<file path="config.mk">
export PLATFORM = sky130hd
export DESIGN_NAME = mem_access_unit_flat
export DESIGN_NICKNAME = d
export VERILOG_FILES = /design/src/rtl/mem_access_unit_if.sv /design/src/rtl/mem_access_unit.sv /design/src/flat_wrapper.sv
export SDC_FILE = /design/constraint.sdc
export NUM_CORES = 1
export LEC_CHECK = 0
export BUFFER_PORTS_ARGS = -buffer_cell sky130_fd_sc_hd__buf_2
export CAP_MARGIN = 10
export CORE_ASPECT_RATIO = 1.2
export CORE_UTILIZATION = 35
export CTS_BUF_LIST = sky130_fd_sc_hd__clkbuf_4 sky130_fd_sc_hd__clkbuf_8
export CTS_CLUSTER_DIAMETER = 50
export DETAILED_ROUTE_END_ITERATION = 8
export PLACE_DENSITY_LB_ADDON = 0.3
export SETUP_SLACK_MARGIN = 0.05
export SYNTH_ARGS = -nofsm -noshare
export SYNTH_HDL_FRONTEND = slang
export SYNTH_SLANG_ARGS = --single-unit
</file>
<file path="constraint.sdc">
create_clock -name clock -period 2.4 [get_ports clock]
set_clock_uncertainty 0.1 [all_clocks]
set_input_delay 0.24 -clock clock [delete_from_list [all_inputs] [get_ports clock]]
set_output_delay 0.24 -clock clock [all_outputs]
set_load 0.03 [all_outputs]
</file>
<file path="src/rtl/mem_access_unit_if.sv">
// Bus bundle for mem_access_unit: CPU request/response channel plus the
// word-wide DataMemory port. slave = the unit itself, master = CPU + memory side.
interface mem_access_unit_if #(
  parameter int ADDR_W = 7
);
  logic              req_valid;
  logic              req_ready;
  logic              req_write;
  logic [1:0]        req_size;
  logic              req_unsigned;
  logic [31:0]       req_addr;
  logic [31:0]       req_wdata;
  logic              resp_valid;
  logic [31:0]       resp_rdata;
  logic              resp_err;
  logic [ADDR_W-1:0] mem_address;
  logic              mem_read;
  logic              mem_write;
  logic [31:0]       mem_wdata;
  logic [31:0]       mem_rdata;

  modport slave (
    input  req_valid, req_write, req_size, req_unsigned, req_addr, req_wdata, mem_rdata,
    output req_ready, resp_valid, resp_rdata, resp_err,
           mem_address, mem_read, mem_write, mem_wdata
  );

  modport master (
    output req_valid, req_write, req_size, req_unsigned, req_addr, req_wdata, mem_rdata,
    input  req_ready, resp_valid, resp_rdata, resp_err,
           mem_address, mem_read, mem_write, mem_wdata
  );
endinterface

</file>
<file path="src/rtl/mem_access_unit.sv">
// Load/store front-end for DataMemory: one byte-addressed request at a time,
// big-endian lanes, read-modify-write for sub-word stores, extended load data.
module mem_access_unit #(
  parameter int ADDR_W = 7
) (
  input  logic               clock,
  input  logic               reset,
  mem_access_unit_if.slave   bus
);

  localparam logic [1:0] S_IDLE = 2'd0;
  localparam logic [1:0] S_RD   = 2'd1;
  localparam logic [1:0] S_WR   = 2'd2;
  localparam logic [1:0] S_RESP = 2'd3;

  localparam logic [1:0] SZ_BYTE = 2'b00;
  localparam logic [1:0] SZ_HALF = 2'b01;
  localparam logic [1:0] SZ_WORD = 2'b10;

  logic [1:0]        state_q,    state_d;
  logic              write_q,    write_d;
  logic [1:0]        size_q,     size_d;
  logic              unsigned_q, unsigned_d;
  logic [1:0]        offset_q,   offset_d;
  logic [ADDR_W-1:0] addr_q,     addr_d;
  logic [31:0]       wdata_q,    wdata_d;
  logic              err_q,      err_d;
  logic [31:0]       rword_q,    rword_d;

  logic              req_err;
  logic [4:0]        lane_shift;
  logic [31:0]       lane_word;
  logic [31:0]       merged_word;
  logic [31:0]       load_data;

  always_comb begin
    req_err = (bus.req_size == 2'b11)
           || (bus.req_size == SZ_HALF && bus.req_addr[0])
           || (bus.req_size == SZ_WORD && bus.req_addr[1:0] != 2'b00)
           || (bus.req_addr[31:ADDR_W+2] != '0);
  end

  // NOTE: every variable written here gets a default first, so no latch is inferred.
  always_comb begin
    state_d    = state_q;
    write_d    = write_q;
    size_d     = size_q;
    unsigned_d = unsigned_q;
    offset_d   = offset_q;
    addr_d     = addr_q;
    wdata_d    = wdata_q;
    err_d      = err_q;
    rword_d    = rword_q;
    case (state_q)
      S_IDLE: begin
        if (bus.req_valid) begin
          write_d    = bus.req_write;
          size_d     = bus.req_size;
          unsigned_d = bus.req_unsigned;
          offset_d   = bus.req_addr[1:0];
          addr_d     = bus.req_addr[ADDR_W+1:2];
          wdata_d    = bus.req_wdata;
          err_d      = req_err;
          if (req_err)                                     state_d = S_RESP;
          else if (bus.req_write && bus.req_size == SZ_WORD) state_d = S_WR;
          else                                             state_d = S_RD;
        end
      end
      S_RD: begin
        rword_d = bus.mem_rdata;
        state_d = write_q ? S_WR : S_RESP;
      end
      S_WR:    state_d = S_RESP;
      default: state_d = S_IDLE;
    endcase
  end

  // NOTE: sequential state uses non-blocking assignments only.
  always_ff @(posedge clock or posedge reset) begin
    if (reset) begin
      state_q    <= S_IDLE;
      write_q    <= 1'b0;
      size_q     <= 2'b00;
      unsigned_q <= 1'b0;
      offset_q   <= 2'b00;
      addr_q     <= '0;
      wdata_q    <= '0;
      err_q      <= 1'b0;
      rword_q    <= '0;
    end else begin
      state_q    <= state_d;
      write_q    <= write_d;
      size_q     <= size_d;
      unsigned_q <= unsigned_d;
      offset_q   <= offset_d;
      addr_q     <= addr_d;
      wdata_q    <= wdata_d;
      err_q      <= err_d;
      rword_q    <= rword_d;
    end
  end

  // Big-endian lanes: byte offset 0 lives in bits [31:24], half offset 0 in [31:16].
  always_comb begin
    lane_shift  = (size_q == SZ_HALF) ? (offset_q[1] ? 5'd0 : 5'd16) : {~offset_q, 3'b000};
    lane_word   = rword_q >> lane_shift;
    merged_word = wdata_q;
    load_data   = rword_q;
    case (size_q)
      SZ_BYTE: begin
        merged_word = (rword_q & ~(32'h0000_00FF << lane_shift))
                    | ({24'h0, wdata_q[7:0]} << lane_shift);
        load_data   = unsigned_q ? {24'h0, lane_word[7:0]}
                                 : {{24{lane_word[7]}}, lane_word[7:0]};
      end
      SZ_HALF: begin
        merged_word = (rword_q & ~(32'h0000_FFFF << lane_shift))
                    | ({16'h0, wdata_q[15:0]} << lane_shift);
        load_data   = unsigned_q ? {16'h0, lane_word[15:0]}
                                 : {{16{lane_word[15]}}, lane_word[15:0]};
      end
      default: begin
        merged_word = wdata_q;
        load_data   = rword_q;
      end
    endcase
  end

  // Strobes decode straight from state_q, so an async reset kills mem_write at once.
  assign bus.req_ready   = (state_q == S_IDLE);
  assign bus.mem_read    = (state_q == S_RD);
  assign bus.mem_write   = (state_q == S_WR);
  assign bus.mem_address = addr_q;
  assign bus.mem_wdata   = (state_q == S_WR) ? merged_word : 32'h0;
  assign bus.resp_valid  = (state_q == S_RESP);
  assign bus.resp_err    = (state_q == S_RESP) && err_q;
  assign bus.resp_rdata  = (state_q == S_RESP && !err_q && !write_q) ? load_data : 32'h0;

endmodule
</file>
<file path="src/flat_wrapper.sv">
// flat-port wrapper written by rule: the top's interface ports become plain ports
module mem_access_unit_flat 
#(
  parameter int ADDR_W = 7
)
  (clock, reset, bus_req_valid, bus_req_write, bus_req_size, bus_req_unsigned, bus_req_addr, bus_req_wdata, bus_mem_rdata, bus_req_ready, bus_resp_valid, bus_resp_rdata, bus_resp_err, bus_mem_address, bus_mem_read, bus_mem_write, bus_mem_wdata);
  mem_access_unit_if #(.ADDR_W(ADDR_W)) bus_i ();
  input  logic clock;
  input  logic reset;
  input wire logic [$bits(bus_i.req_valid)-1:0] bus_req_valid;
  input wire logic [$bits(bus_i.req_write)-1:0] bus_req_write;
  input wire logic [$bits(bus_i.req_size)-1:0] bus_req_size;
  input wire logic [$bits(bus_i.req_unsigned)-1:0] bus_req_unsigned;
  input wire logic [$bits(bus_i.req_addr)-1:0] bus_req_addr;
  input wire logic [$bits(bus_i.req_wdata)-1:0] bus_req_wdata;
  input wire logic [$bits(bus_i.mem_rdata)-1:0] bus_mem_rdata;
  output wire logic [$bits(bus_i.req_ready)-1:0] bus_req_ready;
  output wire logic [$bits(bus_i.resp_valid)-1:0] bus_resp_valid;
  output wire logic [$bits(bus_i.resp_rdata)-1:0] bus_resp_rdata;
  output wire logic [$bits(bus_i.resp_err)-1:0] bus_resp_err;
  output wire logic [$bits(bus_i.mem_address)-1:0] bus_mem_address;
  output wire logic [$bits(bus_i.mem_read)-1:0] bus_mem_read;
  output wire logic [$bits(bus_i.mem_write)-1:0] bus_mem_write;
  output wire logic [$bits(bus_i.mem_wdata)-1:0] bus_mem_wdata;
  assign bus_i.req_valid = bus_req_valid;
  assign bus_i.req_write = bus_req_write;
  assign bus_i.req_size = bus_req_size;
  assign bus_i.req_unsigned = bus_req_unsigned;
  assign bus_i.req_addr = bus_req_addr;
  assign bus_i.req_wdata = bus_req_wdata;
  assign bus_i.mem_rdata = bus_mem_rdata;
  assign bus_req_ready = bus_i.req_ready;
  assign bus_resp_valid = bus_i.resp_valid;
  assign bus_resp_rdata = bus_i.resp_rdata;
  assign bus_resp_err = bus_i.resp_err;
  assign bus_mem_address = bus_i.mem_address;
  assign bus_mem_read = bus_i.mem_read;
  assign bus_mem_write = bus_i.mem_write;
  assign bus_mem_wdata = bus_i.mem_wdata;
  mem_access_unit #(.ADDR_W(ADDR_W)) u_core (.clock(clock), .reset(reset), .bus(bus_i));
endmodule
</file>
* After elaboration in Yosys (flattened, before gate mapping) *
Cells that the tools add are included.

storage, ports and cells
  flip-flop bits (word level) = 80
  bits of input ports = 103
  output and inout port bits = 76

cells by class
  eq/ne operators = 8
  shift-type cells = 5
  mux-type cells = 13
  bitwise logic cells = 7
  reductions and logical operators = 16

operator list
  cell                                                                 count
  32-bit 2-to-1 mux                                                    4
  32-bit one-hot mux with 2 select lines                               2
  32-bit AND                                                           2
  32-bit NOT                                                           2
  32-bit OR                                                            2
  16-bit by 5-bit << shifter with 32-bit output                        1
  16-bit by 5-bit << shifter with 32-bit output, first input constant  1
  8-bit by 5-bit << shifter with 32-bit output                         1
  8-bit by 5-bit << shifter with 32-bit output, first input constant   1
  32-bit by 5-bit right shift with 16-bit output                       1
  23-bit nonzero test                                                  1
  5-bit 2-to-1 mux                                                     2
  2-bit == test, second input constant                                 4
  2-bit by 1-bit == test with 1-bit output, second input constant      3
  1-bit logical AND                                                    6
  2-bit 2-to-1 mux                                                     3
  2-bit one-hot mux with 3 select lines                                1
  2-bit zero test                                                      2
  1-bit logical OR                                                     3
  1-bit zero test                                                      2
  2-bit inequality test, second input constant                         1
  2-bit NOT                                                            1
  2-bit AND reduction                                                  1
  2-bit nonzero test                                                   1
  1-bit 2-to-1 mux                                                     1

* Logic depth before layout (Yosys ltp) *
Gate-level depths: netlist (run 1).

  depth in word-level cells = 8
  mapped depth = 10
  depth with buffers taken out = 7

* Least setup slack after synthesis (run 1) *
No wires, ideal clock.

  path kind = register to output
  start point = register u_core.state_q[0]
  end point = output port bus_mem_wdata[29]
  arrival time = 1.946 ns
  data required time = 2.060 ns
  slack = 0.114 ns
  cell stages (with the launch flop) = 6
  path buffers = 1
  cells stage by stage = dfrtp_1 inv_1 ha_1 clkinv_1 clkbuf_1 a31oi_1

on the way
  longest elaborated chain between the ends = 2

ends and longest elaborated chain
  what                    RTL line                source
  from (decl)             mem_access_unit.sv:20   logic [1:0] state_q, state_d;
  from (signal assigned)  mem_access_unit.sv:91   state_q <= state_d;
  2-bit == test           n/a
  net bus_mem_write       flat_wrapper.sv:23      output wire logic [$bits(bus_i.mem_write)-1:0] bus_mem_write;
  32-bit 2-to-1 mux       mem_access_unit.sv:134  assign bus.mem_wdata = (state_q == S_WR) ? merged_word : 32'h0;
  to (decl)               flat_wrapper.sv:24      output wire logic [$bits(bus_i.mem_wdata)-1:0] bus_mem_wdata;

The timed path passes the listed nets, and every way through them passes these cells.

* Worst setup path after layout (run 1) *
  start point = register u_core.size_q[1]
  end point = output port bus_mem_wdata[18]

on the way
  longest elaborated chain between the ends = 8

ends and longest elaborated chain
  what                                                                                                           RTL line                                        source
  from (decl)                                                                                                    mem_access_unit.sv:22                           logic [1:0] size_q, size_d;
  from (signal assigned)                                                                                         mem_access_unit.sv:93                           size_q <= size_d;
  2-bit by 1-bit == test with 1-bit output                                                                       mem_access_unit.sv:105, mem_access_unit.sv:109
  5-bit 2-to-1 mux                                                                                               mem_access_unit.sv:105                          lane_shift = (size_q == SZ_HALF) ? (offset_q[1] ? 5'd0 : 5'd16) : {~offset_q, 3'b000};
  16-bit by 5-bit << shifter with 32-bit output or 8-bit by 5-bit << shifter with 32-bit output (tied branches)  mem_access_unit.sv:117, mem_access_unit.sv:111
  32-bit NOT (on tied branches)                                                                                  mem_access_unit.sv:117, mem_access_unit.sv:111
  32-bit AND (on tied branches)                                                                                  mem_access_unit.sv:117, mem_access_unit.sv:111
  32-bit OR (on tied branches)                                                                                   mem_access_unit.sv:118, mem_access_unit.sv:112
  32-bit one-hot mux with 2 select lines (*)                                                                     mem_access_unit.sv:109                          case (size_q)
  32-bit 2-to-1 mux (*)                                                                                          mem_access_unit.sv:134

Every way passes the cells marked *; elsewhere a longest branch is shown, timed or not.

==> flow_summary_export.csv, run 1 <==
group,metric,value,unit
floorplanning,die_w,110,um
place,gp_congestion,0.842,
power_and_ir_drop,combPwrFrac,63.1,%
grt,grt-busiest-layer,"met2",
grt,grt_use_met1,28.0,%
sta,maxSlewViolCount,0,
min_path,hold_depth,2,
setup_path,crit_fanout,8,
cells_and_area,finish.instance_area,7380,sq um
clocking,clk-insertion-delay-late,0.37,ns
synth,synth.avg_cell_area,10.0,sq um
setup_path,critPathArrivalTime,2.04,ns
clocking,clock-root-buffer,"clkbuf_8",
setup_path,r2r_cells,5,
grt,grt_use_total,23.4,%
sta,min_period_over_period,99.4,%
synth,syn_inst,493,
synth,synth_edf_count,0,
synth,ys_ff_latch,80,
setup_path,cp_cell_sequence,"nand2b_4 -> nand2_4 -> ha_4 -> nand2b_4 -> a32oi_2 -> nand2_1 -> o211a_1 -> buf_2",
synth,synth_area,4940,sq um
floorplanning,die_h,132,um
sta,max_freq,0.419,GHz
detailed_routing,route.detailed.drc,0,
power_and_ir_drop,powerDensity,1520,nW/um^2
grt,grt_use_met2,40.6,%
setup_path,crit_path_frequent_cell,"nand2b_4",
synth,synth_compound_gate_area_share,20.5,%
setup_path,start_kind,"register",
grt,grt_max_degree,44,
synth,yosys.area.top_type_share,40.5,%
cells_and_area,final_layout_size_suffix_gt1_share,50.3,%
power_and_ir_drop,ir_drop,0.000534,V
power_and_ir_drop,clkPwrFrac,10.3,%
synth,synth_warnings,0,
min_path,min_path_type,"in2reg",
setup_path,path_buf_inv,1,
place,hpwl,12.7,mm
sta,final.min_clock_period,2.38,ns
place,dpl_cell_area,6050,sq um
synth,synth_adder_area_share,1.27,%
detailed_routing,totalWireLength,17.8,mm
synth,yosysTopAreaCell,"dfrtp_1",
power_and_ir_drop,p_leak,0.00338,uW
floorplanning,std_cell_rows,47,
synth,synth_flop_cell,"dfrtp_1",
setup_path,cpPeakStageDelay,0.42,ns
detailed_routing,vias,5027,
power_and_ir_drop,internal_power,5690,uW
setup_path,cp_slowest_cell,"dfrtp_1",
sta,max_slew.worst_pin.slew,0.378,ns
setup_path,crit_type,"reg2out",
detailed_routing,drt_iter0_drc,245,
detailed_routing,antenna_left,0,
flow_run,max_cap_viol_count,0,
detailed_routing,avgRoutedWirePerCell,19.6,um
detailed_routing,via_per_inst,5.52,
synth,async_reset_ff_share,100,%
synth,synth_top_family_by_area,"multiplexers",
setup_path,crit_required,2.06,ns
status,status,"finished, final reports clean",
sta,hold_violations,0,
floorplanning,die_area,14600,sq um
floorplanning,ios,179,
place,portBuffers,178,
power_and_ir_drop,p_seq_share,26.6,%
clocking,cts.sink_count,80,
clocking,cts_tree,"built",
synth,synth_simple_gate_area_share,10.8,%
synth,ys_seq_area_share,40.5,%
setup_path,end_kind,"primary output",
floorplanning,start_util,35.9,%
cells_and_area,antenna_cells,0,
grt,grt_pass1_wl,26.5,mm
grt,grt_overflow_total,0,
sta,relSlewSlack,74.7,%
cells_and_area,syn2layout_area_growth,49.5,%
clocking,clkTransAtPathRegs,0.09,ns
grt,met3_usage,3.82,%
cells_and_area,finalNetCount,842,
setup_path,crit_cells,8,
floorplanning,core,13800,sq um
setup_path,crit_family,"simple AND/OR/NAND/NOR gates",
power_and_ir_drop,swShare,49.3,%
synth,synth_xor_area_share,0,%
detailed_routing,drtPass1Iterations,5,
synth,synth_fp_nets,601,
cells_and_area,fillCellCount,1269,
synth,yosysUniqueCellTypes,46,
clocking,htreeDepth,3,
power_and_ir_drop,switching_power,5530,uW
clocking,clock_path_buffers,2,
clocking,cts_buffers,9,
synth,synth_mux_area_share,21.2,%
sta,hold_slack,0.00147,ns
grt,grt_pass1_vias,4949,
synth,ys_top_cells_by_area,"dfrtp_1 (41%), mux2_2 (18%), o21ai_0 (4.9%)",
grt,antenna_found_initial,0,
sta,setup_viol,0,
sta,grt_setup_unrepaired,"yes",
==> metrics by stage <==
step           setup TNS [ns]  setup slack, ns  util [%]  power [uW]  std cells
5_1_grt                -0.565          -0.0727      53.7       11800        910
4_1_cts                     0           0.0244      50.9       10500        900
3_3_place_gp                0            0.259      44.0        8690        828
6_report                    0           0.0154      53.7       11200        910
2_1_floorplan               0            0.114         -        7040        493
3_5_place_dp                0            0.206      44.0        8830        828
==> metal layers <==
layer  wire, um  up-vias
met5          0        -
met4        726        0
met3       1050       53
met2       9050      233
met1       7020     2438
li1           -     2303
==> cells in the mapped netlist, types with 2 or more instances <==
cell type   n
and2_1      2
nand2_1    35
buf_2      12
o221a_2     4
mux2_2     77
buf_6       6
a221oi_2    8
ha_1        5
a21oi_1    25
dfrtp_1    80
inv_1      16
buf_4       2
a221oi_1    8
a32oi_1     8
o211a_1     8
nor4_1      5
nor2_1     32
a21oi_2     2
o21ai_0    48
o22a_1      4
o211ai_1    2
nand3_1    23
a211oi_1    4
a31oi_1     7
nor3_1      3
o21ai_2     2
clkbuf_1   19
mux2i_1    18
nand2b_1    4
o22ai_1     8
==> cells by family after synthesis <==
family / Yosys count
AO/OA/AOI/OAI: 143
adder cells (fa/ha/maj): 5
buffers and inverters: 58
flip-flops: 80
multiplexers: 95
AND/OR/NAND/NOR: 112
==> cells in the final DEF, fill, tap and decap left out, types with 3 or more instances in the layout <==
master	n
buf_2	127
dfrtp_1	78
mux2_2	77
buf_4	61
dlygate4sd3_1	54
o21ai_0	45
nand2_1	32
nor2_1	26
nand3_1	22
buf_6	20
a21oi_1	19
inv_1	15
mux2i_1	15
a221oi_2	11
clkbuf_8	9
o211a_1	8
o22ai_1	8
a21oi_2	8
a32oi_2	7
nor4_1	5
a31oi_1	5
nor2_2	5
a221oi_1	5
a211oi_1	4
o22a_1	4
o221a_2	4
buf_12	4
nor3_1	3
mux2i_2	3
o21ai_1	3
clkinvlp_4	3
ha_1	3
inv_6	3
==> repair_timing <==
item	4_1_cts	5_1_grt
endpoints found under the hold margin	59	3
pin swaps	9	20
gates cloned	1	2
endpoints found under the setup margin	59	64
hold buffers	51	3
setup buffers	4	5
gates resized for setup	49	105
==> cell type report <==
class | instances | area (sq um) | share of cell area (%)
Multi-Input combinational cell | 356 | 2900 | 39.2
Sequential cell | 80 | 2000 | 27.1
Timing Repair Buffer | 269 | 1970 | 26.7
Tap cell | 171 | 214 | 2.90
Clock buffer | 9 | 124 | 1.68
Clock inverter | 7 | 101 | 1.37
Inverter | 18 | 73.8 | 1.00
==> final timing paths <==
kind	start	to	slack, ns
worst min-delay path	bus_req_wdata[25]	u_core.wdata_q[25]	0.001
worst max register to register	u_core.state_q[0]	u_core.offset_q[0]	0.52
worst max-delay path	u_core.size_q[1]	bus_mem_wdata[18]	0.02
min in group asynchronous	reset	u_core.wdata_q[18]	0.27
worst min register to register	u_core.bus.mem_address[3]	u_core.bus.mem_address[3]	0.41
max in group asynchronous	reset	u_core.rword_q[11]	1.35
==> power by group through the flow <==
stage	sequential (uW)	combinational, uW	clock [uW]
2_1_floorplan	2610	4430	0
3_3_place_gp	2870	5810	0
3_5_place_dp	2900	5940	0
4_1_cts	2900	6420	1180
5_1_grt	3040	7560	1230
6_report	2980	7080	1160
==> state kept, by name, summed over array words and instances (netlist names) <==
signal	flops
u_core.write_q	1
u_core.err_q	1
u_core.rword_q	32
u_core.wdata_q	32
u_core.size_q	2
u_core.state_q	2
u_core.bus.mem_address	7
u_core.offset_q	2
u_core.unsigned_q	1
==> worst reg2reg max path, stage by stage (launching register included) <==
cell and delay, ns:
dfrtp_1 0.44, inv_1 0.09, ha_1 0.25, nand2_2 0.17, buf_4 0.33, mux2_2 0.39
Power figures use the tool's default switching activity.
==> run 2: changes to the inputs <==
--- a/config.mk
+++ b/config.mk
@@ -12,6 +12,7 @@
 export CTS_BUF_LIST = sky130_fd_sc_hd__clkbuf_4 sky130_fd_sc_hd__clkbuf_8
 export CTS_CLUSTER_DIAMETER = 50
 export DETAILED_ROUTE_END_ITERATION = 8
+export MAX_ROUTING_LAYER = met4
 export PLACE_DENSITY_LB_ADDON = 0.3
 export SETUP_SLACK_MARGIN = 0.05
 export SYNTH_ARGS = -nofsm -noshare
==> flow_summary_export.csv, run 2 (synthesis gave the netlist of run 1 again) <==
group,metric,value,unit
sta,final.min_clock_period,2.33,ns
place,hpwl,12.5,mm
detailed_routing,via_per_inst,5.53,
floorplanning,start_util,35.9,%
sta,relSlewSlack,69.9,%
floorplanning,ios,179,
cells_and_area,regArea,2000,sq um
detailed_routing,antenna_left,0,
grt,grt_pass1_vias,5010,
sta,grt_setup_unrepaired,"yes",
clocking,cts.sink_count,80,
detailed_routing,avgRoutedWirePerCell,19.3,um
setup_path,end_kind,"primary output",
place,portBuffers,178,
floorplanning,die_h,132,um
setup_path,crit_type,"reg2out",
power_and_ir_drop,ir_drop,0.000644,V
sta,maxSlewViolCount,0,
floorplanning,die_w,110,um
grt,grt_use_total,24.3,%
detailed_routing,drtPass1Iterations,5,
status,status,"finished with violations",
clocking,cts_tree,"built",
detailed_routing,vias,5145,
setup_path,start_kind,"register",
setup_path,crit_required,2.06,ns
setup_path,crit_fanout,7,
sta,setup_viol,0,
power_and_ir_drop,swShare,49.0,%
floorplanning,std_cell_rows,47,
cells_and_area,finalNetCount,862,
power_and_ir_drop,clkPwrFrac,8.8,%
detailed_routing,drt_iter0_drc,341,
clocking,clkTransAtPathRegs,0.09,ns
power_and_ir_drop,powerDensity,1510,nW/um^2
grt,antenna_found_initial,0,
cells_and_area,final_layout_size_suffix_gt1_share,52.6,%
cells_and_area,multi_input_area,3020,sq um
clocking,clock-root-buffer,"clkbuf_8",
cells_and_area,antenna_cells,0,
clocking,clock_path_buffers,2,
status,violations,"hold timing",
cells_and_area,mostFrequentLayoutCell,"buf_2",
power_and_ir_drop,combPwrFrac,65.7,%
sta,max_freq,0.429,GHz
grt,grt_pass1_wl,26.7,mm
power_and_ir_drop,total_power,11700,uW
floorplanning,die_area,14600,sq um
power_and_ir_drop,p_seq_share,25.6,%
sta,hold_violations,1,
clocking,clk-insertion-delay-late,0.36,ns
sta,hold_slack,-0.00299,ns
grt,grt_overflow_total,0,
setup_path,critPathArrivalTime,1.99,ns
cells_and_area,fillCellCount,1240,
detailed_routing,route.detailed.drc,0,
detailed_routing,totalWireLength,17.9,mm
power_and_ir_drop,switching_power,5730,uW
floorplanning,core,13800,sq um
clocking,htreeDepth,3,
power_and_ir_drop,internal_power,5980,uW
min_path,min_path_type,"in2reg",
cells_and_area,final_cell_mix,"buf_2 (130), dfrtp_1 (78), mux2_2 (77)",
cells_and_area,syn2layout_area_growth,56.7,%
clocking,cts_buffers,9,
sta,max_slew.worst_pin.slew,0.451,ns
power_and_ir_drop,p_leak,0.00353,uW
place,gp_congestion,0.856,
sta,min_period_over_period,97.1,%
grt,grt_max_degree,44,
flow_run,max_cap_viol_count,0,
run 2: changes by cell type in the layout (fill, tap and decap cells not counted), sizes merged:
cell,previous run,this run
buf,213,227
dlygate4sd3,54,58
inv,20,16
clkinv,0,3
clkinvlp,3,5
bufbuf,0,1
bufinv,2,1
clkbuf,11,12
run 2: area by class of cell:
type | instances | share of cell area, %
clock buffers | 9 | 1.60
clock inverters | 7 | 1.03
inverters | 18 | 1.02
multi-input cells | 356 | 39.0
flip-flops and latches | 80 | 25.9
well taps | 171 | 2.76
repair buffers | 289 | 28.7
run 2: worst max-delay path, cell delays in order, from the launching register on:
cell and delay (ns):
dfrtp_2 0.50, buf_6 0.16, mux2_2 0.36, o22a_1 0.21
o221a_2 0.26, buf_6 0.14
run 2: worst paths after layout:
path	start	cells past startpoint	slack (ns)	end
hold / removal	bus_req_wdata[5]	2	-0.003	u_core.wdata_q[5]
setup reg to reg	u_core.state_q[1]	5	0.62	u_core.bus.mem_address[6]
hold reg to reg	u_core.bus.mem_address[1]	1	0.41	u_core.bus.mem_address[1]
max in group asynchronous	reset	4	1.26	u_core.rword_q[27]
min in group asynchronous	reset	3	0.32	u_core.wdata_q[18]
setup / recovery	u_core.offset_q[1]	5	0.07	bus_resp_rdata[3]
run 2: what timing repair did:
| item | in CTS | in global routing |
|---|---|---|
| endpoints found under the hold margin | 70 | 3 |
| buffers inserted | 5 | 20 |
| endpoints found under the setup margin | 59 | 61 |
| resized for setup | 59 | 106 |
| hold buffers | 55 | 3 |
| gates cloned | 2 | 3 |
| pin swaps | 21 | 26 |
run 2: metal layers:
metal  part of all wire, %  wire length, um  vias up  track usage (%)
met3                   5.0              896       55             3.54
met5                     0                0        -                -
met4                   3.9              704        0             11.9
met1                    40             7120     2525             28.6
met2                    51             9200      219             40.8
li1                      -                -     2346                -
run 2: per-stage QoR:
step	util [%]	cells	setup slack [ns]	instance area (sq um)	TNS, ns
5_1_grt	56.2	930	-0.0166	7740	-0.0631
3_5_place_dp	44.0	826	0.181	6050	0
4_1_cts	51.8	904	0.0438	7130	0
3_3_place_gp	44.0	826	0.213	6050	0
2_1_floorplan	-	493	0.114	4940	0
6_report	56.2	930	0.0689	7740	0
run 2: power groups by stage:
stage	logic (uW)	registers (uW)	clock network [uW]
2_1_floorplan	4430	2610	0
3_3_place_gp	5830	2890	0
3_5_place_dp	5930	2900	0
4_1_cts	6690	2900	1060
5_1_grt	8140	3040	1130
6_report	7690	2990	1030
